--- src/rtl/uart_cmd_decoder.sv ---
// UART command-frame decoder: assembles SOF/CMD/ARG_H/ARG_L/CHK frames from uart_rx,
// checks XOR checksum and inter-byte timeout, and strobes decoded commands to game logic.
module uart_cmd_decoder #(
   parameter logic [7:0]  SOF            = 8'hA5,
   parameter int unsigned TIMEOUT_CYCLES = 100000,
   parameter int unsigned ERR_CNT_W      = 8
) (
   input  logic                 clk,
   input  logic                 rst,
   input  logic                 rx_done_tick,
   input  logic [7:0]           dout,
   output logic                 cmd_valid,
   output logic [7:0]           cmd_id,
   output logic [15:0]          cmd_arg,
   output logic                 frame_err,
   output logic [1:0]           err_code,
   output logic [ERR_CNT_W-1:0] err_cnt,
   output logic                 busy
);

   localparam int unsigned TMO_W = (TIMEOUT_CYCLES > 1) ? $clog2(TIMEOUT_CYCLES) : 1;
   localparam logic [TMO_W-1:0] TMO_LAST = TMO_W'(TIMEOUT_CYCLES - 1);

   localparam logic [1:0] ERR_CHK = 2'b01;
   localparam logic [1:0] ERR_TMO = 2'b10;

   localparam logic [2:0] IDLE   = 3'd0;
   localparam logic [2:0] S_CMD  = 3'd1;
   localparam logic [2:0] S_ARGH = 3'd2;
   localparam logic [2:0] S_ARGL = 3'd3;
   localparam logic [2:0] S_CHK  = 3'd4;

   logic [2:0]       state,   state_next;
   logic [TMO_W-1:0] tmo_cnt, tmo_next;
   logic [7:0]       cmd_sh,  cmd_sh_next;
   logic [7:0]       argh_sh, argh_next;
   logic [7:0]       argl_sh, argl_next;
   logic [7:0]       chk,     chk_next;
   logic             good_c;
   logic             chk_err_c;
   logic             tmo_err_c;
   logic             err_c;

   // Next-state, shadow capture, checksum and timeout decisions
   always_comb begin
      state_next  = state;
      tmo_next    = tmo_cnt;
      cmd_sh_next = cmd_sh;
      argh_next   = argh_sh;
      argl_next   = argl_sh;
      chk_next    = chk;
      good_c      = 1'b0;
      chk_err_c   = 1'b0;
      tmo_err_c   = 1'b0;

      // A byte arriving on the expiry cycle wins over the timeout
      if (state == IDLE) begin
         tmo_next = '0;
      end else if (rx_done_tick) begin
         tmo_next = '0;
      end else if (tmo_cnt == TMO_LAST) begin
         tmo_next   = '0;
         tmo_err_c  = 1'b1;
         state_next = IDLE;
      end else begin
         tmo_next = tmo_cnt + TMO_W'(1);
      end

      case (state)
         IDLE: begin
            if (rx_done_tick && (dout == SOF)) begin
               state_next = S_CMD;
            end
         end
         S_CMD: begin
            if (rx_done_tick) begin
               cmd_sh_next = dout;
               chk_next    = dout;
               state_next  = S_ARGH;
            end
         end
         S_ARGH: begin
            if (rx_done_tick) begin
               argh_next  = dout;
               chk_next   = chk ^ dout;
               state_next = S_ARGL;
            end
         end
         S_ARGL: begin
            if (rx_done_tick) begin
               argl_next  = dout;
               chk_next   = chk ^ dout;
               state_next = S_CHK;
            end
         end
         S_CHK: begin
            if (rx_done_tick) begin
               state_next = IDLE;
               if (dout == chk) begin
                  good_c = 1'b1;
               end else begin
                  chk_err_c = 1'b1;
               end
            end
         end
         default: begin
            state_next = IDLE;
         end
      endcase
   end

   assign err_c = chk_err_c | tmo_err_c;

   // State, shadows and registered outputs
   always_ff @(posedge clk or posedge rst) begin
      if (rst) begin
         state     <= IDLE;
         tmo_cnt   <= '0;
         cmd_sh    <= '0;
         argh_sh   <= '0;
         argl_sh   <= '0;
         chk       <= '0;
         cmd_valid <= 1'b0;
         cmd_id    <= '0;
         cmd_arg   <= '0;
         frame_err <= 1'b0;
         err_code  <= '0;
         err_cnt   <= '0;
         busy      <= 1'b0;
      end else begin
         state     <= state_next;
         tmo_cnt   <= tmo_next;
         cmd_sh    <= cmd_sh_next;
         argh_sh   <= argh_next;
         argl_sh   <= argl_next;
         chk       <= chk_next;
         cmd_valid <= good_c;
         frame_err <= err_c;
         busy      <= (state_next != IDLE);
         if (good_c) begin
            cmd_id  <= cmd_sh;
            cmd_arg <= {argh_sh, argl_sh};
         end
         if (chk_err_c) begin
            err_code <= ERR_CHK;
         end else if (tmo_err_c) begin
            err_code <= ERR_TMO;
         end
         // Saturating count; the pulse and code still update at the ceiling
         if (err_c && (err_cnt != {ERR_CNT_W{1'b1}})) begin
            err_cnt <= err_cnt + ERR_CNT_W'(1);
         end
      end
   end

endmodule

--- config.mk ---
export PLATFORM = sky130hd
export DESIGN_NAME = uart_cmd_decoder
export DESIGN_NICKNAME = d
export VERILOG_FILES = /design/src/rtl/uart_cmd_decoder.sv
export SDC_FILE = /design/constraint.sdc
export NUM_CORES = 1
export LEC_CHECK = 0
export CORE_ASPECT_RATIO = 0.6
export CORE_UTILIZATION = 50
export CTS_CLUSTER_DIAMETER = 30
export DETAILED_ROUTE_END_ITERATION = 16
export GPL_TIMING_DRIVEN = 1
export PLACE_DENSITY_LB_ADDON = 0.08
export SYNTH_ARGS = -nofsm -noshare
export SYNTH_HDL_FRONTEND = slang
export SYNTH_SLANG_ARGS = --single-unit
--- constraint.sdc ---
create_clock -name clk -period 2.75 [get_ports clk]
set_input_delay 0.4125 -clock clk [delete_from_list [all_inputs] [get_ports clk]]
set_output_delay 0.4125 -clock clk [all_outputs]
set_load 0.03 [all_outputs]
* Word level (Yosys, flattened, before mapping)
Cells that the tools add are included.
** Word-level totals
- Input bits :: 11
- Bits in registers :: 89
- Latch bits :: 0
- Logic and storage cells :: 63
- Memory bits (read-only) :: 0
- Output and inout port bits :: 37
- Memories kept :: 0
- RAM bits :: 0
** Cells by class
- Multiply operators :: 0
- Muxes and demuxes :: 25
- Magnitude comparators :: 0
- Reductions and logical operators :: 11
- Bitwise logic cells :: 2
- Divide/modulo/power cells :: 0
- Add/subtract/negate cells :: 2
- Equality and inequality tests :: 10
- Shifts and indexed selects :: 0
** Operator list (count)
- $mux 17 :: 3
- $mux 3 :: 7
- $add 17x1->17 const B :: 1
- $eq 17x17->1 const B :: 1
- $mux 8 :: 2
- $pmux 8 s2 :: 1
- $pmux 3 s5 :: 1
- $mux 1 :: 9
- $add 8x1->8 const B :: 1
- $eq 8x8->1 :: 1
- $eq 8x8->1 const B :: 1
- $ne 8x8->1 const B :: 1
- $xor 8x8->8 :: 1
- $eq 3x2->1 const B :: 2
- $reduce_and 2->1 :: 3
- $mux 2 :: 2
- $reduce_bool 2->1 :: 2
- $eq 3x1->1 const B :: 1
- $eq 3x3->1 const B :: 1
- $logic_not 3->1 :: 1
- $reduce_and 3->1 :: 1
- $reduce_bool 3->1 :: 1
- $logic_and 1x1->1 :: 2
- $ne 2x1->1 const B :: 1
- 3 further kinds :: 3

* Longest topological paths before layout
Gate-level depths: netlist of the first run.
- Word-level depth :: 6
- Gate-level depth with buffers :: 7
- Gate-level depth less buffers :: 6

* Worst setup path before layout of the first run
No wires, ideal clock.
- Path type :: register to register
- Start :: register tmo_cnt[0]
- End :: register err_cnt[6]
- Slack :: 871 ps
- Setup time :: 128 ps
- Data required time :: 2622 ps
- Buffers on the path :: 0
- Period minus slack after synthesis :: 1879 ps
- Arrival :: 1752 ps
- Stages on the path, launching flop included :: 7
- Cells stage by stage :: dfrtp_1 ha_1 and4_1 nand4_1 nor3_4 o2111ai_1 mux2_1
** On the way
- Longest elaborated chain between the ends :: 6
** Ends and longest elaborated chain
- start: declaration :: RTL line 34 : logic [TMO_W-1:0] tmo_cnt, tmo_next;
- start signal: assignment :: RTL line 132 : tmo_cnt <= tmo_next;
- $eq 17x17->1 :: RTL line 61 : end else if (tmo_cnt == TMO_LAST) begin
- $mux 1 :: RTL line 61
- $mux 1 :: RTL line 59 : end else if (rx_done_tick) begin
- $mux 1 :: RTL line 57 : if (state == IDLE) begin
- $or 1x1->1 :: RTL line 112 : assign err_c = chk_err_c | tmo_err_c;
- $logic_and 1x1->1 :: RTL line 150 : if (err_c && (err_cnt != {ERR_CNT_W{1'b1}})) begin
- end signal: assignment :: RTL line 151 : err_cnt <= err_cnt + ERR_CNT_W'(1);
- end: declaration :: RTL line 17 : output logic [ERR_CNT_W-1:0] err_cnt,
No other way between the ends.
A chain may end at the register's enable or synchronous reset.

* Final worst setup path of the first run
Ends and elaborated chain as after synthesis.

==> results.cfg, run 1 <==
[logic_synthesis]
ys.flop_type = dfrtp_1
syn_inst = 301
synth_warnings = 0
ys_seq_area_frac = 0.575
ys_async_sr_fraction = 1.00
synth_enable_flop_cells = 0
syn_avg_cell_area_um2 = 12.9
synth_cell_type_count = 39
yosysMostFrequentCell = dfrtp_1
synth_area_leaders = dfrtp_1 (58%), mux2_2 (8.7%), mux2_4 (7.4%)
yosysTopAreaCell = dfrtp_1
syn_area_um2 = 3870
syn_nets = 314
synth_commonest_cells = dfrtp_1 (89), mux2_2 (30), nand2_1 (28)
synth_seq_cells = 89
yosysTopAreaCellShare = 0.575

[sta]
final.min_clock_period_ps = 2170
max_freq_mhz = 461
slew_headroom = 0.523
tightest_slew_ps = 713
holdWs_ps = 341
finalHoldViolations = 0
drv_slew = 0
fin_crit_sh = 0.789
finalSetupViolCount = 0
rsz0062_at_grt = no
setup_tns_ps = 0
skew_ps = 7.37
layout_setup_ws_ps = 580

[cts]
cts.path.max_buffers = 2
cts.reportedPaths.clkPinSlew_ps = 60
cts_hold_buf = 0
clk_latency_ps = 340
post_cts_buffers = 0
htree_levels = 3
cts_resized = 0
clock-sinks = 89
clock-root-buffer = clkbuf_16
cts_buffers = 9
cts_tree = yes

[critical_path]
rrSetupSlack_ps = 580
path_max_fanout = 10
cp.required_ps = 2970
worstPathArrival_ps = 2390
crit_path_end_kind = flip-flop
critPathLaunchType = flip-flop
worstSetupPathType = reg2reg

[floorplan]
die_x_um = 116
die_y_um = 70.1
pin_count = 48
core.rowCount = 24
start_util = 0.524
core_um2 = 7390
die_area_um2 = 8110

[placed_design]
routabilityCongestion = 0.792
placed_area_um2 = 4560
pre_cts_ws_ps = 228
portBuffers = 47
dpl.hpwl_um = 5580

[route]
drtPass1Iterations = 4
drc_errors = 0
drtIter0Drc = 117
drtAntennaViolNets = 0
num_vias = 2446
viasPerCell = 5.13
wl_per_cell_um = 16.7
wl_um = 7960

[final_layout]
layout.nets = 381
area_growth_pct = 26.1
drive_gt1_frac = 0.233
insertedDiodeCount = 0
final_cell_area_um2 = 4880
final_util = 0.661

[global_route]
grt_max_degree = 43
grt_usage = 0.226
grt_pass1_vias = 2459
gr-total-overflow = 0
grt_pass1_wl_um = 13300
antenna_found_initial = 0

[power]
pwr_density_cell_nw_per_um2 = 762
ir_drop_uv = 435
p_leak_nw = 2.26

[job]
cap_viol_max_count = 0

[run_status]
status = complete, no violations

[hold_path]
hold_class = in2async
## critical path, stage by stage (launching register included)
cell       delay [ps]
dfrtp_1           390
ha_1              220
and4_1            270
nand4_1           250
nor3_4            400
o2111ai_1         190
mux2_1            330
## placed cells by master, fill, tap and decap left out, types with 3 or more instances in the layout
cell / count
nand4_1: 5
a21oi_1: 5
mux2_4: 19
nand3_1: 8
buf_4: 16
clkbuf_8: 3
nor2b_1: 4
and3_1: 6
mux2_2: 30
o211ai_1: 4
dfrtp_1: 89
and2_1: 3
clkdlybuf4s50_1: 47
nor2_1: 21
nand2_1: 28
o21ai_0: 5
xnor2_1: 10
clkbuf_16: 9
xor2_1: 25
inv_1: 3
## path summary, 6_finish.rpt
kind                             from         end  cells after the start
max in group asynchronous         rst   frame_err                      3
hold / removal                    rst   cmd_id[4]                      2
setup / recovery           tmo_cnt[0]  err_cnt[6]                      6
min in group clk           tmo_cnt[0]  tmo_cnt[0]                      1
hold reg to reg            tmo_cnt[0]  tmo_cnt[0]                      1
setup reg to reg           tmo_cnt[0]  err_cnt[6]                      6
## routing by layer
metal	track usage	share of wire	up-vias
met1	0.353	0.53	1200
met5	0	0	-
li1	-	-	1181
met2	0.294	0.40	57
met3	0.0747	0.052	8
met4	0.0606	0.010	0
## where the power goes
part / switching, W / internal [W] / total [W]
Clock: 0.000494 / 0.000776 / 0.00127
Combinational: 0.000393 / 0.000340 / 0.000733
Sequential: 0.000156 / 0.00156 / 0.00172
Total: 0.00104 / 0.00268 / 0.00372
## state kept, by name (all words and copies together) (netlist names)
name       count
argl_sh        8
err_cnt        8
cmd_valid      1
argh_sh        8
busy           1
frame_err      1
cmd_arg       16
chk            8
cmd_sh         8
err_code       2
state          3
cmd_id         8
tmo_cnt       17
## final cells by class
type	count	area, um^2
Fill cell	578	2510
Sequential cell	89	2230
Multi-Input combinational cell	200	1580
Timing Repair Buffer	64	611
Clock buffer	12	267
Tap cell	104	130
Clock inverter	4	50.0
Inverter	4	16.3
## stage by stage
stage | power (W) | std cells
final | 0.00372 | 477
after global routing | 0.00391 | 477
after CTS | 0.00375 | 477
after detailed placement | 0.00247 | 461
after global placement | 0.00243 | 461
after floorplan | 0.00221 | 301
## logic make-up (layout without fill, tap and decap cells)
group           after synthesis  in the layout  share of synthesized area
compound gates               20             20                     0.0323
buf+inv                      12             84                     0.0162
flops                        89             89                      0.575
mux                          50             50                      0.164
fa+ha+maj                     2              2                    0.00647
simple gates                 93             93                      0.126
xor+xnor                     35             35                     0.0792
Note: power is estimated with default switching activity, not from simulation.
==> run 2: changes to the inputs <==
Clock period 2.75 ns to 1.8 ns, I/O delays scaled along.
==> run 2 against run 1 <==
Net effect: the run now ends with setup timing left; wire length shrank 0.78%; critical path depth up 1; highest routed layer unchanged; first-iteration DRC count decreased by 7.7%; core utilization increased by 5.0 points; design area increased by 7.5%.
==> results.cfg, run 2 (same netlist as run 1, synthesis figures left out) <==
[floorplan]
start_util = 0.524
pin_count = 48
core_um2 = 7390
die_y_um = 70.1
die_area_um2 = 8110
core.rowCount = 24
die_x_um = 116

[critical_path]
worstPathArrival_ps = 2080
crit_path_end_kind = flip-flop
cp.required_ps = 2030
critPathSlowestCell = clkdlybuf4s50_1
path_delay_family = simple AND/OR/NAND/NOR gates
crit_chain = clkdlybuf4s50_1 -> xor2_1 -> nor4_2 -> nand2_1 -> or2_4 -> buf_12 -> mux2_4
path_max_fanout = 20
crit_buf_inv = 2
worstSetupPathType = in2reg
critPathLaunchType = primary input
crit_path_max_incr_delay_ps = 480

[sta]
fin_crit_sh = 1.03
tightest_slew_ps = 496
slew_headroom = 0.668
max_freq_mhz = 539
finalSetupViolCount = 26
final.min_clock_period_ps = 1860
skew_ps = 6.83
drv_slew = 0
finalHoldViolations = 0
layout_setup_ws_ps = -56.6
setup_tns_ps = -1040
rsz0062_at_grt = yes

[final_layout]
top_regs = tmo_cnt x17, cmd_arg x16
insertedDiodeCount = 0
area_growth_pct = 35.6
largest_register = tmo_cnt
fillers = 565
layout_common_cells = dfrtp_1 (89), clkdlybuf4s50_1 (43), buf_4 (38), mux2_2 (29), nand2_1 (28)
drive_gt1_frac = 0.318
largest_reg_flops = 17
mostFrequentLayoutCell = dfrtp_1
layout.nets = 411
final_cell_area_um2 = 5250

[cts]
cts.reportedPaths.clkPinSlew_ps = 60
htree_levels = 3
clock-sinks = 89
cts_buffers = 9
clk_latency_ps = 340
clock-root-buffer = clkbuf_16
cts_tree = yes
cts_hold_buf = 0
cts.path.max_buffers = 2

[route]
wl_um = 7900
viasPerCell = 5.05
drtIter0Drc = 108
wl_per_cell_um = 15.6
drtAntennaViolNets = 0
drtPass1Iterations = 4
drc_errors = 0
num_vias = 2559

[job]
cap_viol_max_count = 0

[run_status]
status = finished, violations left
violations = setup timing

[power]
pwr_density_cell_nw_per_um2 = 1090
p_leak_nw = 2.49
ir_drop_uv = 685

[global_route]
antenna_found_initial = 0
grt_pass1_wl_um = 13300
gr-total-overflow = 0
grt_usage = 0.225
grt_pass1_vias = 2613
grt_max_degree = 90

[placed_design]
dpl.hpwl_um = 5410
routabilityCongestion = 0.796
placed_area_um2 = 4810
portBuffers = 47

[hold_path]
hold_class = in2async
==> run 2: what timing repair did <==
action / 4_1_cts / 5_1_grt
setup endpoints to repair: 33 / 41
pin swaps: 15 / 7
hold endpoints to repair: 0 / 0
setup buffers: 3 / 1
gates resized for setup: 17 / 11
==> run 2: final timing paths <==
check,from,to,slack [ps],depth (start not counted)
setup reg to reg,tmo_cnt[0],err_cnt[5],-40,7
hold / removal,rst,cmd_id[4],400,3
hold reg to reg,argh_sh[6],argh_sh[6],500,1
min in group clk,argh_sh[6],argh_sh[6],500,1
setup / recovery,dout[3],cmd_arg[9],-60,7
max in group asynchronous,rst,err_code[0],1040,3
==> run 2: worst register-to-register path: stages (launching register included) <==
cell and delay (ps):
dfrtp_1 390, ha_4 160, and4_4 230, nand4_1 190, nor3_4 280, buf_6 180, o2111ai_4 110, xnor2_1 170
==> run 2: metal layers <==
layer	global-route usage	wire length [um]	up-vias
met5	0	0	-
met4	0.0736	93	0
met3	0.0799	363	11
met2	0.306	3190	50
met1	0.331	4260	1257
li1	-	-	1241
==> run 2: power by group <==
| part | total [W] | switching, W | internal, W | leakage [nW] |
|---|---|---|---|---|
| logic | 0.00127 | 0.000613 | 0.000661 | 1.16 |
| registers | 0.00263 | 0.000248 | 0.00238 | 1.19 |
| clock network | 0.00184 | 0.000729 | 0.00111 | 0.144 |
| total | 0.00574 | 0.00159 | 0.00415 | 2.49 |
==> run 2: per-stage QoR <==
step                hold slack, ps  setup slack [ps]   util  std cells  power [W]
floorplan                      421             -79.3      -        301    0.00338
global placement               483              -450  0.651        487    0.00383
detailed placement             488              -499  0.651        487    0.00387
CTS                            426              -111  0.704        506    0.00576
global route                   441              -133  0.711        507    0.00604
finish                         403             -56.6  0.711        507    0.00574
==> run 2: layout make-up <==
class                      instances  area (um^2)  area share
tap                              104          130      0.0248
clock buffer                      13          250      0.0477
sequential                        89         2230       0.424
multi-input combinational        200         1680       0.319
timing repair buffer              94          907       0.173
inverter                           4         18.8     0.00358
clock inverter                     3         40.0     0.00763
